<file path="config.mk">
export PLATFORM = sky130hd
export DESIGN_NAME = hazard_forward_unit
export DESIGN_NICKNAME = d
export VERILOG_FILES = /design/src/rtl/hazard_pkg.sv /design/src/rtl/src_match.sv /design/src/rtl/hazard_forward_unit.sv
export SDC_FILE = /design/constraint.sdc
export NUM_CORES = 1
export LEC_CHECK = 0
export ABC_AREA = 1
export CAP_MARGIN = 20
export CORE_UTILIZATION = 46
export CTS_BUF_LIST = sky130_fd_sc_hd__clkbuf_16
export CTS_CLUSTER_SIZE = 40
export DETAILED_ROUTE_END_ITERATION = 12
export PLACE_DENSITY = 0.89
export REMOVE_ABC_BUFFERS = 1
export SYNTH_ARGS = -nofsm -noshare
export SYNTH_HDL_FRONTEND = slang
export SYNTH_SLANG_ARGS = --single-unit
</file>
<file path="constraint.sdc">
create_clock -name clk -period 2.05 [get_ports clk]
set_input_delay 0.41 -clock clk [delete_from_list [all_inputs] [get_ports clk]]
set_output_delay 0.41 -clock clk [all_outputs]
set_load 0.005 [all_outputs]
</file>
<file path="src/rtl/hazard_pkg.sv">
// Shared encodings for the hazard/forwarding controller: operand-mux selects,
// memory-wait FSM states and the retired-write buffer entry.
package hazard_pkg;

  localparam logic [1:0] SEL_RF  = 2'd0;
  localparam logic [1:0] SEL_MEM = 2'd1;
  localparam logic [1:0] SEL_WB  = 2'd2;
  localparam logic [1:0] SEL_RET = 2'd3;

  typedef enum logic {
    ST_RUN      = 1'b0,
    ST_MEM_WAIT = 1'b1
  } wait_state_t;

  // The entry is sized for the widest supported configuration (REG_AW <= 16,
  // DATA_W <= 64); narrower instances zero-extend into it.
  localparam int RET_AW_MAX = 16;
  localparam int RET_DW_MAX = 64;

  typedef struct packed {
    logic                  valid;
    logic [RET_AW_MAX-1:0] dest;
    logic [RET_DW_MAX-1:0] data;
  } ret_entry_t;

endpackage

</file>
<file path="src/rtl/src_match.sv">
// Per-operand dependency check: compares one ID source against EX, MEM, WB and
// the retired buffer, and picks the bypass select (MEM > WB > retired).
module src_match
  import hazard_pkg::*;
#(
  parameter int REG_AW = 3
) (
  input  logic [REG_AW-1:0] src,
  input  logic              used,
  input  logic              forwarding_en,
  input  logic [REG_AW-1:0] ex_dest,
  input  logic [REG_AW-1:0] mem_dest,
  input  logic [REG_AW-1:0] wb_dest,
  input  logic [REG_AW-1:0] ret_dest,
  input  logic              ex_reg_write,
  input  logic              mem_reg_write,
  input  logic              wb_reg_write,
  input  logic              ret_valid,
  output logic [1:0]        sel,
  output logic              ex_match,
  output logic              mem_match,
  output logic              wb_match,
  output logic              ret_match
);

  logic live;

  assign live      = used && (src != '0);
  assign ex_match  = live && ex_reg_write  && (src == ex_dest);
  assign mem_match = live && mem_reg_write && (src == mem_dest);
  assign wb_match  = live && wb_reg_write  && (src == wb_dest);
  assign ret_match = live && ret_valid     && (src == ret_dest);

  always_comb begin
    sel = SEL_RF;
    if (forwarding_en) begin
      if (mem_match)      sel = SEL_MEM;
      else if (wb_match)  sel = SEL_WB;
      else if (ret_match) sel = SEL_RET;
    end
  end

endmodule

</file>
<file path="src/rtl/hazard_forward_unit.sv">
// Hazard and forwarding controller beside the ID stage: operand selects, stall/bubble,
// memory-wait FSM with sticky timeout. Define HAZARD_PERF_EN to add 32-bit perf counters.
module hazard_forward_unit
  import hazard_pkg::*;
#(
  parameter int REG_AW   = 3,
  parameter int DATA_W   = 16,
  parameter int N_SRC    = 2,
  parameter int MAX_WAIT = 15
) (
  input  logic                    clk,
  input  logic                    rst,
  input  logic                    forwarding_en,
  input  logic [N_SRC*REG_AW-1:0] id_src,
  input  logic [N_SRC-1:0]        id_src_used,
  input  logic [REG_AW-1:0]       ex_dest,
  input  logic [REG_AW-1:0]       mem_dest,
  input  logic [REG_AW-1:0]       wb_dest,
  input  logic                    ex_reg_write,
  input  logic                    mem_reg_write,
  input  logic                    wb_reg_write,
  input  logic                    ex_mem_read,
  input  logic [DATA_W-1:0]       wb_data,
  input  logic                    mem_access,
  input  logic                    mem_ready,
  output logic [2*N_SRC-1:0]      sel,
  output logic [DATA_W-1:0]       retired_data,
  output logic                    stall_if_id,
  output logic                    bubble_ex,
  output logic                    hold_mem,
  output logic                    mem_timeout
`ifdef HAZARD_PERF_EN
  ,
  output logic [31:0]             stall_cycles,
  output logic [31:0]             bubble_count,
  output logic [31:0]             wait_cycles
`endif
);

  localparam int CNT_W = $clog2(MAX_WAIT + 1);
  localparam logic [CNT_W-1:0] CNT_MAX = CNT_W'(MAX_WAIT);

  ret_entry_t       ret_q, ret_d;
  wait_state_t      state_q, state_d;
  logic [CNT_W-1:0] cnt_q, cnt_d;
  logic             timeout_q, timeout_d;

  logic [N_SRC-1:0]   ex_m, mem_m, wb_m, ret_m;
  logic [2*N_SRC-1:0] sel_raw;
  logic               hold_raw, load_use, any_match, hazard;
  logic               unused_ret;

  assign unused_ret = ^ret_q;

  for (genvar gi = 0; gi < N_SRC; gi++) begin : g_src
    src_match #(.REG_AW(REG_AW)) u_src_match (
      .src           (id_src[gi*REG_AW +: REG_AW]),
      .used          (id_src_used[gi]),
      .forwarding_en (forwarding_en),
      .ex_dest       (ex_dest),
      .mem_dest      (mem_dest),
      .wb_dest       (wb_dest),
      .ret_dest      (ret_q.dest[REG_AW-1:0]),
      .ex_reg_write  (ex_reg_write),
      .mem_reg_write (mem_reg_write),
      .wb_reg_write  (wb_reg_write),
      .ret_valid     (ret_q.valid),
      .sel           (sel_raw[2*gi +: 2]),
      .ex_match      (ex_m[gi]),
      .mem_match     (mem_m[gi]),
      .wb_match      (wb_m[gi]),
      .ret_match     (ret_m[gi])
    );
  end

  // Without forwarding every in-flight producer is a hazard; with it only a load in EX.
  always_comb begin
    hold_raw  = mem_access && !mem_ready;
    load_use  = ex_mem_read && (|ex_m);
    any_match = |{ex_m, mem_m, wb_m, ret_m};
    hazard    = forwarding_en ? load_use : any_match;
  end

  assign sel          = rst ? '0 : sel_raw;
  assign hold_mem     = !rst && hold_raw;
  assign stall_if_id  = !rst && (hazard || hold_raw);
  assign bubble_ex    = !rst && hazard && !hold_raw;
  assign retired_data = rst ? '0 : ret_q.data[DATA_W-1:0];
  assign mem_timeout  = !rst && timeout_q;

  always_comb begin
    ret_d = ret_q;
    if (wb_reg_write && (wb_dest != '0)) begin
      ret_d.valid = 1'b1;
      ret_d.dest  = RET_AW_MAX'(wb_dest);
      ret_d.data  = RET_DW_MAX'(wb_data);
    end
  end

  always_comb begin
    state_d   = state_q;
    cnt_d     = cnt_q;
    timeout_d = timeout_q;
    case (state_q)
      ST_RUN: begin
        cnt_d = '0;
        if (hold_raw) state_d = ST_MEM_WAIT;
      end
      ST_MEM_WAIT: begin
        if (cnt_q != CNT_MAX) cnt_d = cnt_q + 1'b1;
        if (cnt_d == CNT_MAX) timeout_d = 1'b1;
        if (!hold_raw) state_d = ST_RUN;
      end
      default: state_d = ST_RUN;
    endcase
  end

  always_ff @(posedge clk) begin
    if (rst) begin
      ret_q     <= '0;
      state_q   <= ST_RUN;
      cnt_q     <= '0;
      timeout_q <= 1'b0;
    end else begin
      ret_q     <= ret_d;
      state_q   <= state_d;
      cnt_q     <= cnt_d;
      timeout_q <= timeout_d;
    end
  end

`ifdef HAZARD_PERF_EN
  logic [31:0] stall_cnt_q, stall_cnt_d;
  logic [31:0] bubble_cnt_q, bubble_cnt_d;
  logic [31:0] wait_cnt_q, wait_cnt_d;

  always_comb begin
    stall_cnt_d  = stall_cnt_q  + 32'(stall_if_id);
    bubble_cnt_d = bubble_cnt_q + 32'(bubble_ex);
    wait_cnt_d   = wait_cnt_q   + 32'(hold_mem);
  end

  always_ff @(posedge clk) begin
    if (rst) begin
      stall_cnt_q  <= '0;
      bubble_cnt_q <= '0;
      wait_cnt_q   <= '0;
    end else begin
      stall_cnt_q  <= stall_cnt_d;
      bubble_cnt_q <= bubble_cnt_d;
      wait_cnt_q   <= wait_cnt_d;
    end
  end

  assign stall_cycles = rst ? '0 : stall_cnt_q;
  assign bubble_count = rst ? '0 : bubble_cnt_q;
  assign wait_cycles  = rst ? '0 : wait_cnt_q;
`endif

endmodule

</file>
* After elaboration in Yosys (flattened, before gate mapping)
Cells that the tools add are included.
** Word-level totals
- Output and inout bits :: 24
- Bits in registers :: 26
** Operators by class
- Mux-type cells :: 15
- Bitwise operators :: 1
- $add $sub $neg :: 1
- Reduce and logical (&&, ||, !) cells :: 36
- Equal/unequal tests :: 10
** Operators with widths (number)
- $logic_and A1 B1 Y1 :: 26
- $eq A3 B3 Y1 :: 8
- $mux W16 :: 1
- $mux W2 :: 8
- $mux W4 :: 3
- $reduce_bool A3 Y1 :: 3
- $pmux W4 S2 :: 1
- $reduce_or A8 Y1 :: 1
- $add A4 B1 Y4 const B :: 1
- $eq A4 B4 Y1 const B :: 1
- $ne A4 B4 Y1 const B :: 1
- $logic_not A1 Y1 :: 3
- $mux W1 :: 2
- $reduce_and A2 Y1 :: 1
- $reduce_or A2 Y1 :: 1
- $logic_or A1 B1 Y1 :: 1
- $not A1 Y1 :: 1

* Depth between registers and ports, before layout
Gate-level depths: netlist of run 1.
- Word-level depth :: 9
- Gate-level depth with buffers :: 10

* By module
From an unflattened synthesis of run 1, not the netlist that was laid out.
** Unflattened totals
- Cell total of the unflattened synthesis :: 333
- Area total of the unflattened synthesis :: 1998.2 µm²
** By module, submodules not included
- hazard_forward_unit :: area an instance 1345.0 µm², cells each 191, instances 1
- src_match :: area an instance 326.6 µm², cells each 71, instances 2

* Worst setup path after synthesis of run 1
OpenSTA, ideal clock, no wires.
- Kind :: in2out
- Start point :: input id_src[1]
- End point :: output bubble_ex
- Arrival time :: 1173 ps
- Buffers on the path :: 0
- Required time :: 1640 ps
- Path slack :: 467 ps
- Stages on the path :: 8
- Cells stage by stage :: inv_1 > a21oi_4 > nand3_1 > nor2_2 > nor2_1 > nand3_1 > nand2_1 > nor2_2
** Between the ends
- Longest elaborated chain between the ends :: 9
- Elaborated cells between the ends (all ways) :: 20
** RTL lines
- from (decl) :: line hazard_forward_unit.sv:14 : input logic [N_SRC*REG_AW-1:0] id_src,
- $reduce_bool A3 Y1 :: line src_match.sv:28 : assign live = used && (src != '0);
- $logic_and A1 B1 Y1 :: line src_match.sv:28
- $logic_and A1 B1 Y1 (2 in series) :: line src_match.sv:29 : assign ex_match = live && ex_reg_write && (src == ex_dest);
- $reduce_or A2 Y1 :: line hazard_forward_unit.sv:79 : load_use = ex_mem_read && (|ex_m);
- $logic_and A1 B1 Y1 :: line hazard_forward_unit.sv:79
- $mux W1 * :: line hazard_forward_unit.sv:81 : hazard = forwarding_en ? load_use : any_match;
- $logic_and A1 B1 Y1 * (2 in series) :: line hazard_forward_unit.sv:87 : assign bubble_ex = !rst && hazard && !hold_raw;
- to (decl) :: line hazard_forward_unit.sv:29 : output logic bubble_ex,
Mark *: on every way between the ends. The rest lies on a longest branch, timed or not.

* Worst setup path after layout of run 1
- Start point :: input id_src[4]
- End point :: output bubble_ex
The elaborated chain is that of the path after synthesis.

==> results of run 1 <==
through the flow:
step / instance area, um2 / hold WS, ns
floorplan: 1570 / 0.431
global placement: 2440 / 0.438
detailed placement: 2440 / 0.443
CTS: 2580 / 0.452
global route: 2580 / 0.473
finish: 2580 / 0.450
layout by cell type (no fill, tap or decap), types with 3 or more instances in the layout:
master / netlist / layout
a21oi_1: 21 / 21
nor2_4: 0 / 3
clkbuf_16: 0 / 3
buf_2: 2 / 6
dfxtp_1: 26 / 25
nor2_2: 3 / 7
nand3_1: 11 / 8
buf_4: 2 / 19
clkdlybuf4s50_1: 0 / 38
dlygate4sd2_1: 0 / 7
clkdlybuf4s15_1: 0 / 5
clkbuf_2: 0 / 7
inv_2: 1 / 5
nor2_1: 51 / 44
nand2_2: 0 / 3
inv_1: 42 / 38
nand3_2: 0 / 3
buf_6: 0 / 5
nand2_1: 63 / 60
o21ai_0: 21 / 20
power by group through the flow:
| stage | Sequential (mW) | Combinational (mW) | Clock [mW] |
|---|---|---|---|
| floorplan | 0.556 | 0.139 | 0 |
| global placement | 0.558 | 0.332 | 0 |
| detailed placement | 0.559 | 0.338 | 0 |
| CTS | 0.548 | 0.350 | 0.429 |
| global route | 0.551 | 0.391 | 0.456 |
| finish | 0.548 | 0.355 | 0.422 |
sequential cells by signal, summed over array words and instances (netlist names):
name       cells
state_q        1
cnt_q          4
timeout_q      1
ret_q         20
cells by family after synthesis:
logic type,count (synthesis),share of synthesized area
flip-flops,26,0.324
AO/OA/AOI/OAI,54,0.204
XOR/XNOR,3,0.0164
AND/OR/NAND/NOR,131,0.324
adder cells (fa/ha/maj),1,0.00779
buffers and inverters,50,0.123
cell type report:
| type | instances | area [um2] | share of cell area |
|---|---|---|---|
| Clock buffer | 3 | 75.1 | 0.0291 |
| Clock inverter | 1 | 3.75 | 0.00146 |
| Inverter | 43 | 161 | 0.0626 |
| Multi-Input combinational cell | 189 | 961 | 0.373 |
| Sequential cell | 26 | 522 | 0.202 |
| Tap cell | 46 | 57.6 | 0.0223 |
| Timing Repair Buffer | 90 | 798 | 0.310 |
how the worst max path moves through the flow:
stage	start	endpoint	slack, ns	cells after the start
finish	id_src[4]	bubble_ex	-0.007	13
CTS	ex_dest[2]	bubble_ex	-0.04	13
global placement	id_src[2]	bubble_ex	-0.72	12
floorplan	id_src[1]	bubble_ex	0.47	8
detailed placement	id_src[2]	bubble_ex	-0.81	12
global route	id_src[4]	stall_if_id	-0.09	11
tightest hold or removal path: stages (launching register included):
cell,delay (ns)
dfxtp_1,0.30
inv_1,0.06
a21oi_1,0.05
what timing repair did:
item | CTS | global route
setup endpoints to repair | 24 | 7
setup buffers | 5 | 0
gates resized for setup | 82 | 25
pin swaps | 18 | 15
layer usage:
metal	vias up	track usage
met5	-	0
met4	0	0.0714
met3	4	0.0378
met2	59	0.460
met1	872	0.267
li1	997	-
==> results by group, run 1 <==
Run status
  • Status: complete, but fails checks
  • Failing checks: setup timing

Place
  • Cell Count Post-Placement: 389
  • Post-place setup slack: -0.805 ns
  • RePlAce Congestion: 0.884
  • DP Wirelength: 3.26 mm
  • # port buffers: 65

Logic synthesis
  • Post-synth ARST share: 0
  • Syn Area/Cell: 6.06 um2
  • Synthesized flop and latch total: 26
  • Syn Inst Count: 265
  • Synth top cells by count: nand2_1 (63), nor2_1 (51), inv_1 (42)
  • Dominant synthesized flop cell: dfxtp_1
  • Most instantiated library cell after synthesis: nand2_1
  • Post-synth EDFFs: 0
  • Synth warnings: 0
  • Synth area leaders: dfxtp_1 (32%), nand2_1 (15%), nor2_1 (12%), inv_1 (9.8%), a21oi_1 (6.5%)
  • Post-synth top area share: 0.324
  • Mapped Area: 0.00161 mm2
  • Area leader, netlist: dfxtp_1
  • Seq/Total Area, Yosys: 0.324
  • Cell variety after synth: 28

Clock network
  • Post-cts hold buffer count: 0
  • Clock slew at reported path FFs: 0.06 ns
  • Max Buffers Root-to-Sink: 2
  • CTS tree: done
  • H-tree Lvls: 1
  • Clock Sinks: 26
  • CTS root buf: clkbuf_16
  • Clock Latency Late Sink: 0.25 ns
  • Total CTS buffers: 3

Floorplan
  • Initial Util: 0.481
  • # rows: 21
  • I/O pin total: 66
  • Die area: 0.00373 mm2
  • Core box area: 0.00334 mm2
  • Die Height: 61.1 um
  • Die W: 61.1 um

STA
  • Max_slew headroom: 0.814
  • Final WS setup: -0.00688 ns
  • Final Setup Violations: 1
  • F_max: 486 MHz
  • Hold Vio Cnt, Final: 0
  • Final Max Slew Viols: 0
  • Final Skew: 0.00130 ns
  • Period utilization: 1.00
  • Slew @ Worst Pin: 0.278 ns
  • Crit path time final: 2.06 ns
  • Fin Setup TNS: -0.00688 ns
  • RSZ-0062 raised after global routing: yes

Worst setup path
  • Worst R2R Setup Slack: 0.56 ns
  • CP Buf/Inv Count: 4
  • Crit path max-delay family: simple AND/OR/NAND/NOR gates
  • Crit start category: primary input
  • Cells along the critical path: buf_2 > buf_4 > nand2_1 > nand2_1 > nor2_1 > nand3_2 > nand2_2 > nand2_2 > a21oi_2 > nand2_2 > buf_6 > nor2_4 > buf_2
  • Worst EP arrival: 1.65 ns
  • Reg2reg end: timeout_q$_SDFFE_PP0P_
  • Worst EP required: 1.64 ns
  • Crit end category: output port
  • Critical-path maximum fanout: 4
  • Critical path's largest stage delay: 0.14 ns
  • Worst r2r src: cnt_q[0]$_SDFF_PP0_
  • Critical path class: primary input to output port
  • CP max-delay cell: buf_4
  • Most used cell, CP: nand2_2
  • Worst r2r path cells: 5

Finish
  • # nets final: 396
  • Share of cells above drive strength 1: 0.207
  • Core Util, Final: 0.773
  • Diode count: 0
  • P&R area growth vs syn: 60.6%
  • Layout Cells excl Fill: 398
  • Filler cell count: 257

Detailed routing
  • Via density: 4.85
  • Top sig layer: met4
  • Met2 wire len: 2.36 mm
  • Met3 Wirelength: 221 um
  • DRT Pass-1 Iters: 5
  • Total Routed Length: 4.38 mm
  • Routed WL per cell: 11.0 um
  • Drt drc: 0
  • Vias: 1932
  • Routed Antenna Nets: 0
  • Wl on met1: 1.76 mm
  • Initial DRC count: 80

Global routing
  • Grt ovf: 0
  • Global-route wire length before repair: 6.74 mm
  • Largest net degree at the start of global routing: 38
  • Gr usage total: 0.239
  • Vias in the first global route: 1695
  • Initial antenna violation count: 0

Pwr
  • Power per cell area: 514 mW/mm2
  • Clock share of power: 0.318
  • Sequential power share: 0.414
  • Int Pwr: 0.980 mW
  • NetSw: 0.346 mW
  • Leak: 1.23 nW
  • Peak VDD IR: 0.518 mV
  • Final Total Pwr: 1.33 mW
  • Comb power frac: 0.268
  • Sw Share: 0.261

Run
  • MaxCap Viol Count: 0

Worst hold path
  • Hold path cells: 2
  • Hold Path End: ret_q[9]$_SDFFE_PP0P_
  • HP Start: ret_q[9]$_SDFFE_PP0P_
  • Hold/Removal Path Class: register to register
Power figures use the tool's default switching activity.
==> run 2: changes to the inputs <==
--- a/config.mk
+++ b/config.mk
@@ -11,6 +11,7 @@
 export CTS_BUF_LIST = sky130_fd_sc_hd__clkbuf_16
 export CTS_CLUSTER_SIZE = 40
 export DETAILED_ROUTE_END_ITERATION = 12
+export GPL_TIMING_DRIVEN = 0
 export PLACE_DENSITY = 0.89
 export REMOVE_ABC_BUFFERS = 1
 export SYNTH_ARGS = -nofsm -noshare
==> results by group, run 2 (synthesized netlist as in run 1, its figures left out) <==
Clock network
  • Post-cts hold buffer count: 0
  • CTS root buf: clkbuf_16
  • Clock Sinks: 26
  • H-tree Lvls: 1
  • CTS tree: done
  • Clock Latency Late Sink: 0.25 ns
  • Max Buffers Root-to-Sink: 2
  • Clock slew at reported path FFs: 0.06 ns
  • Total CTS buffers: 3

Floorplan
  • Initial Util: 0.481
  • Die area: 0.00373 mm2
  • # rows: 21
  • Core box area: 0.00334 mm2
  • Die Height: 61.1 um
  • I/O pin total: 66
  • Die W: 61.1 um

Finish
  • Most frequent cells in the layout: nand2_1 (59), nor2_1 (42), clkdlybuf4s50_1 (37), inv_1 (36), dfxtp_1 (24)
  • Filler cell count: 298
  • Diode count: 0
  • # nets final: 375
  • Core Util, Final: 0.723
  • Biggest register: ret_q
  • Most common cell after layout, fill and taps aside: nand2_1
  • Share of cells above drive strength 1: 0.184
  • Largest register FFs: 20
  • Fin area: 0.00241 mm2
  • Largest regs: ret_q x20, cnt_q x4
  • Layout Cells excl Fill: 377
  • P&R area growth vs syn: 50.3%

Detailed routing
  • Routed WL per cell: 10.5 um
  • Via density: 4.83
  • Vias: 1821
  • Met2 wire len: 1.94 mm
  • Wl on met1: 1.72 mm
  • Routed Antenna Nets: 0
  • DRT Pass-1 Iters: 4
  • Drt drc: 0
  • Total Routed Length: 3.97 mm
  • Top sig layer: met4
  • Initial DRC count: 66
  • Met3 Wirelength: 225 um

Worst setup path
  • Worst r2r src: cnt_q[0]$_SDFF_PP0_
  • Crit start category: primary input
  • Worst EP required: 1.64 ns
  • Reg2reg end: timeout_q$_SDFFE_PP0P_
  • Worst R2R Setup Slack: 0.60 ns
  • Worst EP arrival: 1.61 ns
  • Worst r2r path cells: 5
  • Critical path class: primary input to output port
  • Crit end category: output port
  • Critical-path maximum fanout: 4

Run status
  • Status: finished, final reports clean

Run
  • MaxCap Viol Count: 0

Place
  • RePlAce Congestion: 0.882
  • DP Area: 0.00228 mm2
  • Cell Count Post-Placement: 369
  • # port buffers: 65
  • DP Wirelength: 2.84 mm

Global routing
  • Gr usage total: 0.221
  • Initial antenna violation count: 0
  • Grt ovf: 0
  • Vias in the first global route: 1594
  • Largest net degree at the start of global routing: 38
  • Global-route wire length before repair: 6.29 mm

Worst hold path
  • Hold Path End: ret_q[9]$_SDFFE_PP0P_
  • HP Start: ret_q[9]$_SDFFE_PP0P_
  • Hold/Removal Path Class: register to register
  • Hold path cells: 2

STA
  • Hold Vio Cnt, Final: 0
  • Final Skew: 0.000602 ns
  • Final Max Slew Viols: 0
  • Period utilization: 0.983
  • Crit path time final: 2.02 ns
  • RSZ-0062 raised after global routing: yes
  • Max_slew headroom: 0.686
  • Final Setup Violations: 0
  • F_max: 496 MHz
  • Slew @ Worst Pin: 0.471 ns

Pwr
  • Leak: 1.14 nW
  • Peak VDD IR: 0.390 mV
  • Power per cell area: 533 mW/mm2
  • Final Total Pwr: 1.29 mW
==> run 2: cell count changes in the layout (fill, tap and decap cells not counted), sizes merged <==
cell / before / now
clkdlybuf4s50: 38 / 37
clkbuf: 11 / 8
dlygate4sd2: 7 / 8
clkdlybuf4s15: 5 / 4
dlymetal6s2s: 0 / 1
buf: 32 / 14
==> run 2: worst max-delay path: stages <==
cell and delay, ns:
clkdlybuf4s50_1 0.49, inv_1 0.06, nor2_1 0.18, a21boi_1 0.20, dlygate4sd2_1 0.26
==> run 2: layout make-up <==
class	count	area [um2]	share of cell area
flip-flops and latches	26	523	0.217
repair buffers	69	612	0.254
multi-input cells	189	975	0.404
inverters	43	166	0.0690
clock inverters	1	3.75	0.00156
well taps	46	57.6	0.0239
clock buffers	3	75.1	0.0311
==> run 2: power breakdown <==
group / switching, mW / internal, mW / total (mW)
logic: 0.167 / 0.152 / 0.319
registers: 0.0113 / 0.537 / 0.548
clock network: 0.159 / 0.260 / 0.420
==> run 2: how the worst max path moves through the flow <==
stage	startpoint	end
5_1_grt	ret_q[66]$_SDFFE_PP0P_	bubble_ex
4_1_cts	id_src[3]	bubble_ex
3_5_place_dp	rst	sel[2]
2_1_floorplan	id_src[1]	bubble_ex
6_report	forwarding_en	sel[2]
3_3_place_gp	rst	sel[2]
==> run 2: stage by stage <==
step / setup slack, ns / hold slack (ns) / TNS, ns
2_1_floorplan: 0.467 / 0.431 / 0
3_3_place_gp: -0.834 / 0.440 / -22.59
3_5_place_dp: -0.875 / 0.446 / -22.49
4_1_cts: 0.00498 / 0.456 / 0
5_1_grt: -0.0384 / 0.484 / -0.0532
6_report: 0.0343 / 0.458 / 0
==> run 2: timing repair <==
action                                  CTS  global route
gates resized for setup                  74            40
setup buffers                             3             0
pin swaps                                20            13
gates cloned                              0             0
endpoints found under the setup margin   46             8
==> run 2: per-layer routing <==
| metal | vias to the layer above | track usage |
|---|---|---|
| li1 | 959 | - |
| met3 | 8 | 0.0336 |
| met5 | - | 0 |
| met2 | 57 | 0.405 |
| met1 | 797 | 0.254 |
| met4 | 0 | 0.0942 |
==> run 3: changes to the inputs <==
--- a/config.mk
+++ b/config.mk
@@ -7,12 +7,12 @@
 export LEC_CHECK = 0
 export ABC_AREA = 1
 export CAP_MARGIN = 20
-export CORE_UTILIZATION = 46
+export CORE_UTILIZATION = 43
 export CTS_BUF_LIST = sky130_fd_sc_hd__clkbuf_16
 export CTS_CLUSTER_SIZE = 40
 export DETAILED_ROUTE_END_ITERATION = 12
 export GPL_TIMING_DRIVEN = 0
-export PLACE_DENSITY = 0.89
+export PLACE_DENSITY = 0.84
 export REMOVE_ABC_BUFFERS = 1
 export SYNTH_ARGS = -nofsm -noshare
 export SYNTH_HDL_FRONTEND = slang
==> constraint.sdc (replaced) <==
create_clock -name clk -period 1.9 [get_ports clk]
set_input_delay 0.38 -clock clk [delete_from_list [all_inputs] [get_ports clk]]
set_output_delay 0.38 -clock clk [all_outputs]
set_load 0.005 [all_outputs]
==> results by group, run 3 (synthesized netlist as in run 1, its figures left out) <==
Run status
  • Status: complete, but fails checks
  • Failing checks: setup timing

Clock network
  • Clock Sinks: 26
  • H-tree Lvls: 1
  • Max Buffers Root-to-Sink: 2
  • CTS tree: done
  • CTS root buf: clkbuf_16
  • Clock slew at reported path FFs: 0.06 ns
  • Clock Latency Late Sink: 0.25 ns
  • Total CTS buffers: 3

Detailed routing
  • Via density: 4.84
  • DRT Pass-1 Iters: 4
  • Routed Antenna Nets: 0
  • Vias: 1826
  • Initial DRC count: 64
  • Total Routed Length: 4.20 mm
  • Wl on met1: 1.86 mm
  • Met3 Wirelength: 281 um
  • Met2 wire len: 2.01 mm
  • Routed WL per cell: 11.1 um
  • Drt drc: 0
  • Top sig layer: met4

Global routing
  • Grt ovf: 0
  • Largest net degree at the start of global routing: 38
  • Global-route wire length before repair: 7.07 mm
  • Vias in the first global route: 1675
  • Gr usage total: 0.220
  • Initial antenna violation count: 0

Worst hold path
  • Hold path cells: 3
  • Hold/Removal Path Class: primary input to register
  • Hold Path End: ret_q[65]$_SDFFE_PP0P_
  • HP Start: wb_dest[1]

Worst setup path
  • Critical-path maximum fanout: 6
  • Reg2reg end: timeout_q$_SDFFE_PP0P_
  • Crit end category: output port
  • CP max-delay cell: a21oi_2
  • Worst EP arrival: 1.55 ns
  • CP Buf/Inv Count: 4
  • Crit path max-delay family: simple AND/OR/NAND/NOR gates
  • Cells along the critical path: buf_4 > inv_4 > nand2_1 > nand2_1 > nor2_1 > nand3_1 > nand2_1 > nand2_1 > a21oi_2 > nand2_2 > buf_6 > nor2_2 > buf_2
  • Worst R2R Setup Slack: 0.36 ns
  • Critical path's largest stage delay: 0.14 ns
  • Critical path class: primary input to output port
  • Worst EP required: 1.52 ns
  • Worst r2r path cells: 5
  • Worst Setup SP: id_src[1]
  • Crit start category: primary input
  • Worst r2r src: cnt_q[0]$_SDFF_PP0_
  • Most used cell, CP: nand2_1

STA
  • Final Setup Violations: 3
  • Period utilization: 1.01
  • Final Max Slew Viols: 0
  • Slew @ Worst Pin: 0.565 ns
  • Final Skew: 0.000659 ns
  • Max_slew headroom: 0.624
  • F_max: 519 MHz
  • Crit path time final: 1.93 ns
  • Fin Setup TNS: -0.0455 ns
  • Hold Vio Cnt, Final: 0
  • Final WS setup: -0.0280 ns
  • RSZ-0062 raised after global routing: yes

Finish
  • Most common cell after layout, fill and taps aside: nand2_1
  • Largest register FFs: 20
  • Biggest register: ret_q
  • Share of cells above drive strength 1: 0.224
  • Diode count: 0
  • Largest regs: ret_q x20, cnt_q x4
  • Most frequent cells in the layout: nand2_1 (55), nor2_1 (43), clkdlybuf4s50_1 (37), inv_1 (32), dfxtp_1 (23)
  • P&R area growth vs syn: 52.9%
  • # nets final: 375

Floorplan
  • Die W: 63.1 um
  • # rows: 21
  • Die Height: 63.1 um
  • Core box area: 0.00347 mm2
  • I/O pin total: 66
  • Initial Util: 0.463
  • Die area: 0.00398 mm2

Pwr
  • Sequential power share: 0.384
  • Final Total Pwr: 1.54 mW
  • Int Pwr: 1.17 mW
  • Clock share of power: 0.385
  • Leak: 1.15 nW
  • NetSw: 0.371 mW
  • Peak VDD IR: 0.462 mV
  • Comb power frac: 0.231
  • Power per cell area: 629 mW/mm2
  • Sw Share: 0.240

Place
  • RePlAce Congestion: 0.814
  • Post-place setup slack: -0.940 ns
  • # port buffers: 65
  • DP Wirelength: 2.84 mm

Run
  • MaxCap Viol Count: 0
-- run 3: cell count changes in the layout (fill, tap and decap cells not counted), moves of 2 or more --
cell | before | now
o21ai_1 | 1 | 3
inv_1 | 36 | 32
clkdlybuf4s15_1 | 4 | 1
inv_2 | 5 | 9
nand2_1 | 59 | 55
nand3_1 | 5 | 7
nand3_2 | 6 | 4
nand2_2 | 4 | 8
buf_6 | 1 | 6
dlygate4sd2_1 | 8 | 6
-- run 3: per-stage QoR --
| step | instance area [um2] | utilization | cells | hold slack, ns |
|---|---|---|---|---|
| 4_1_cts | 2410 | 0.695 | 376 | 0.432 |
| 3_5_place_dp | 2280 | 0.657 | 369 | 0.446 |
| 5_1_grt | 2450 | 0.708 | 377 | 0.458 |
| 3_3_place_gp | 2280 | 0.657 | 369 | 0.440 |
| 2_1_floorplan | 1570 | - | 258 | 0.431 |
| 6_report | 2450 | 0.708 | 377 | 0.428 |
-- run 3: worst reg2reg max path: stages (launching register included) --
cell      delay (ns)
dfxtp_1         0.33
ha_1            0.23
or2_2           0.30
a21boi_0        0.26
nor2_1          0.11
a31o_2          0.21
-- run 3: routing by layer --
layer | vias up | track usage
met3 | 5 | 0.0543
met4 | 0 | 0.0669
met5 | - | 0
met1 | 804 | 0.260
met2 | 55 | 0.386
li1 | 962 | -
-- run 3: what timing repair did --
| item | 4_1_cts | 5_1_grt |
|---|---|---|
| pin swaps | 29 | 25 |
| hold buffers | 0 | 0 |
| resized for setup | 118 | 27 |
| endpoints found under the setup margin | 49 | 6 |
| setup buffers | 3 | 0 |
-- run 3: worst max path at each step --
stage | depth (start not counted) | slack [ns] | to
2_1_floorplan | 8 | 0.38 | bubble_ex
3_3_place_gp | 4 | -0.93 | sel[2]
3_5_place_dp | 4 | -0.94 | sel[2]
4_1_cts | 12 | -0.03 | bubble_ex
5_1_grt | 12 | -0.09 | bubble_ex
6_report | 13 | -0.03 | bubble_ex
-- run 3: final cells by class --
cell class	instances	area, um2
clock buffers	3	75.1
inverters	43	169
clock inverters	1	30.0
flip-flops and latches	26	524
repair buffers	69	632
well taps	46	57.6
multi-input cells	189	967
fillers	316	1010
-- run 3: power by group through the flow --
stage	combinational, mW	clock (mW)	sequential, mW
4_1_cts	0.338	0.601	0.592
5_1_grt	0.398	0.635	0.595
3_5_place_dp	0.329	0	0.603
2_1_floorplan	0.150	0	0.600
6_report	0.357	0.595	0.592
3_3_place_gp	0.323	0	0.602
